[src/rtl/fs_fifo_pkg.sv]
// fs_fifo_pkg: shared sizing helpers for the synchronous FIFO.
//   FIFO_DEPTH_DEF : default number of FIFO entries
//   FIFO_CNT_W     : occupancy count width for the default depth (0..DEPTH)
//   fifo_cnt_w()   : occupancy count width for an arbitrary depth
package fs_fifo_pkg;

    localparam int unsigned FIFO_DEPTH_DEF = 16;
    localparam int unsigned FIFO_CNT_W     = $clog2(FIFO_DEPTH_DEF) + 1;

    // One extra bit so the count can represent DEPTH itself.
    function automatic int unsigned fifo_cnt_w(input int unsigned depth);
        return $clog2(depth) + 1;
    endfunction

endpackage

[src/rtl/fs_fifo.sv]
// fs_fifo: single-clock synchronous FIFO with registered read data.
//   clk_i     : clock, all logic on rising edge
//   reset_i   : synchronous, active-high reset (flushes FIFO, clears rd_data_o)
//   wr_i      : write strobe, accepted when !full_o
//   wr_data_i : write data
//   rd_i      : read strobe, accepted when !empty_o
//   rd_data_o : registered read data, updated one cycle after an accepted read
//   full_o    : filled_o == DEPTH
//   empty_o   : filled_o == 0
//   filled_o  : current occupancy 0..DEPTH
module fs_fifo
    import fs_fifo_pkg::*;
#(
    parameter int unsigned WIDTH = 16,
    parameter int unsigned DEPTH = FIFO_DEPTH_DEF
) (
    input  logic                     clk_i,
    input  logic                     reset_i,
    input  logic                     wr_i,
    input  logic [WIDTH-1:0]         wr_data_i,
    input  logic                     rd_i,
    output logic [WIDTH-1:0]         rd_data_o,
    output logic                     full_o,
    output logic                     empty_o,
    output logic [$clog2(DEPTH):0]   filled_o
);

    localparam int unsigned AW = $clog2(DEPTH);
    localparam int unsigned CW = AW + 1;
    localparam logic [CW-1:0] CNT_FULL = CW'(DEPTH);

    logic [WIDTH-1:0] mem [DEPTH];
    logic [AW-1:0]    wr_ptr;
    logic [AW-1:0]    rd_ptr;
    logic             wr_en;
    logic             rd_en;

    always_comb begin
        full_o  = (filled_o == CNT_FULL);
        empty_o = (filled_o == '0);
        wr_en   = wr_i && !full_o;
        rd_en   = rd_i && !empty_o;
    end

    // Storage is not reset; writes during reset are suppressed so the
    // flush cycle leaves no trace.
    always_ff @(posedge clk_i) begin
        if (!reset_i && wr_en) begin
            mem[wr_ptr] <= wr_data_i;
        end
    end

    always_ff @(posedge clk_i) begin
        if (reset_i) begin
            wr_ptr    <= '0;
            rd_ptr    <= '0;
            filled_o  <= '0;
            rd_data_o <= '0;
        end else begin
            if (wr_en) begin
                wr_ptr <= wr_ptr + 1'b1;
            end
            if (rd_en) begin
                rd_data_o <= mem[rd_ptr];
                rd_ptr    <= rd_ptr + 1'b1;
            end
            case ({wr_en, rd_en})
                2'b10:   filled_o <= filled_o + 1'b1;
                2'b01:   filled_o <= filled_o - 1'b1;
                default: filled_o <= filled_o;
            endcase
        end
    end

endmodule

[config.mk]
export PLATFORM = sky130hd
export DESIGN_NAME = fs_fifo
export DESIGN_NICKNAME = d
export VERILOG_FILES = /design/src/rtl/fs_fifo_pkg.sv /design/src/rtl/fs_fifo.sv
export SDC_FILE = /design/constraint.sdc
export NUM_CORES = 1
export LEC_CHECK = 0
export CAP_MARGIN = 40
export CORE_MARGIN = 8
export CORE_UTILIZATION = 59
export DETAILED_ROUTE_END_ITERATION = 8
export PLACE_DENSITY = 0.8
export SKIP_CTS_REPAIR_TIMING = 1
export SLEW_MARGIN = 15
export SYNTH_ARGS = -nofsm -noshare
export SYNTH_HDL_FRONTEND = slang
export SYNTH_SLANG_ARGS = --single-unit
[constraint.sdc]
create_clock -name clk_i -period 8 [get_ports clk_i]
set_clock_uncertainty 0.05 [all_clocks]
set_input_delay 1.6 -clock clk_i [delete_from_list [all_inputs] [get_ports clk_i]]
set_output_delay 1.6 -clock clk_i [all_outputs]
set_load 0.03 [all_outputs]
==> results.txt <==
DRC violations left -> 0
Yosys reg bits -> 285
CTS root buffer -> clkbuf_16
Layout net count -> 700
GRT Resource Usage Total -> 20.2%
Syn avg cell area -> 18.3 µm²
YS warnings -> 0
Final ANT Viol Nets -> 0
Slack of the worst reg-to-reg path -> 4940 ps
Cell with the most instances after synthesis -> edfxtp_1
# rows -> 50
CTS tree -> yes
Initial DRC count -> 551
Final Cell Area -> 12,700 µm²
Die height -> 153 µm
Worst Setup Path Type -> input port to flop
Final WL -> 24,000 µm
Worst EP required -> 8350 ps
Number of cells produced by synthesis -> 608
Routed length per instance -> 26.0 µm
Crit-path most repeated cell -> ha_1
Unrepaired setup endpoints after global routing -> false
Synth Cell Area -> 11,100 µm²
Die Area -> 23,500 µm²
CP Launch Type -> input port
CTS sink cnt -> 285
DP HPWL -> 14,500 µm
Syn_nets -> 638
Ys flop type -> edfxtp_1
Die extent in x -> 153 µm
Initial antenna violation count -> 0
Slew @ Worst Pin -> 850 ps
Most frequent cells after synthesis -> edfxtp_1 (256), mux2i_1 (66), nor2_1 (66)
Clk_lat worst skew -> 510 ps
Number of global-route vias before repair -> 6,068
Setup violations, final -> 0
First-pass DRT Iterations -> 5
Placement Cell Area -> 11,900 µm²
Slew Limit Fails -> 0
Number of vias per cell -> 6.42
Clock buffer depth -> 3
# Max-Cap Violations -> 0
Worst Setup End Kind -> flop
Run status -> finished, final reports clean
Maximum vdd ir drop -> 191 µV
Total Power -> 0.00374 W
Crit path max-delay cell type -> clkdlybuf4s50_1
First-pass GRT wire length -> 36,000 µm
Ys async rst share -> 0%
Library cells used by synthesis -> 38
Ant. Diodes -> 0
Critical path destination -> filled_o[4]
Worst path max stage delay -> 460 ps
Crit path arrival time -> 4250 ps
Via count -> 5,928
Leakage Power -> 3.93 nW
TritonCTS buffer count -> 27
Post-synth EDFFs -> 256
Hold Path Class -> flop to flop
Max Freq -> 257 MHz
Area leader, netlist -> edfxtp_1
Core area -> 18,600 µm²
Area grow syn2layout -> 14.1%
Starting density of the core -> 59.9%
Largest net degree at the start of global routing -> 40
Crit. Startpoint -> wr_i
Setup TNS -> 0 ps
FF-to-FF path depth -> 9
Total grt overflow -> 0
Rel. slew slack -> 43.1%
RR Startpoint -> filled_o[1]
H-tree depth -> 1
Period utilization -> 48.6%
Routability Congestion -> 0.804
Final Hold Viols -> 0
Sequential share of the synthesized area -> 74.3%
Layout cell share with drive strength beyond 1 -> 17.1%
Min Tclk post-route -> 3890 ps
Clock-pin slew on the worst setup and hold paths -> 60 ps
Area contributors post-synth -> edfxtp_1 (69%), mux4_2 (6.5%), mux2i_1 (5.9%)
CP Max Fanout -> 9
R2R Path End -> filled_o[4]
Synth top area share -> 69.1%
Port bufs -> 42
Worst path cell trace -> clkdlybuf4s50_1 -> a21boi_2 -> inv_1 -> ha_1 -> ha_1 -> nor2b_1 -> o21ai_1 -> a21oi_1 -> or3b_1 -> mux2_1
Io pins -> 43
Pwr dens -> 295 nW/µm²
how the worst min path moves through the flow:
stage                             start            end  slack, ps  cells past startpoint
after floorplan               wr_ptr[3]      wr_ptr[3]        480                      2
after global placement     rd_data_o[5]   rd_data_o[5]        490                      2
after detailed placement   rd_data_o[9]   rd_data_o[9]        490                      2
after CTS                 rd_data_o[13]  rd_data_o[13]        500                      2
after global routing       rd_data_o[7]   rd_data_o[7]        520                      2
final                     rd_data_o[13]  rd_data_o[13]        500                      2
worst max-delay path, delay by kind of cell:
family	cells	cell delay (ps)
adder cells (fa/ha/maj)	2	600
AO/OA/AOI/OAI	3	660
AND/OR/NAND/NOR	2	510
buffers and inverters	2	580
multiplexers	1	300
per-layer routing:
metal  track usage (%)  up-vias  routed length (µm)
li1                  -     2540                   -
met1              26.4     3073                9610
met4              10.6        0                1170
met5                 0        -                   0
met2              32.7      263               11600
met3              3.07       52                1670
sequential cells by signal (all words and copies together), names as in the netlist:
name and flops:
rd_ptr 4, rd_data_o 16, filled_o 5, wr_ptr 4
mem 256
metrics by stage:
stage          std cells  setup slack [ps]  util [%]  hold slack (ps)
2_1_floorplan        608              4250         -              480
3_3_place_gp         869              3190      63.4              485
3_5_place_dp         875              3620      63.9              485
4_1_cts              923              4090      68.3              502
5_1_grt              923              3990      68.3              524
6_report             923              4110      68.3              502
logic make-up (layout without fill, tap and decap cells):
logic type                 after synthesis  after routing  share of synthesized area (%)
DFF                                    285            285                           74.3
and+or+nand+nor                         92             92                           3.73
muxes                                   99             99                           12.5
adders and majority gates               10             10                           1.19
xor gates and xnor gates                 8              8                          0.630
buffers and inverters                   41            122                           2.08
AOI/OAI and AO/OA                       73             73                           5.54
report_power, final:
group	total (W)	internal [W]	switching (W)
Combinational	0.000783	0.000317	0.000466
Sequential	0.00176	0.00170	0.0000607
Clock	0.00120	0.000685	0.000514
cell type report:
class / count / area, µm²
Multi-Input combinational cell: 282 / 2630
Sequential cell: 285 / 8270
Clock buffer: 35 / 706
Timing Repair Buffer: 67 / 648
Tap cell: 234 / 293
Clock inverter: 13 / 118
Fill cell: 1149 / 5880
Inverter: 7 / 26.3
cells in the final DEF (no fill, tap or decap), types with 8 or more instances in the layout:
master | Yosys | layout
a22oi_1 | 16 | 16
a311oi_2 | 16 | 16
buf_4 | 5 | 21
clkbuf_1 | 9 | 8
clkbuf_16 | 0 | 27
clkdlybuf4s50_1 | 0 | 42
dfxtp_1 | 29 | 27
edfxtp_1 | 256 | 256
ha_1 | 9 | 9
mux2i_1 | 66 | 66
mux4_2 | 32 | 32
nor2_1 | 66 | 66
o22ai_1 | 32 | 32
(Power assumes the default switching activity.)
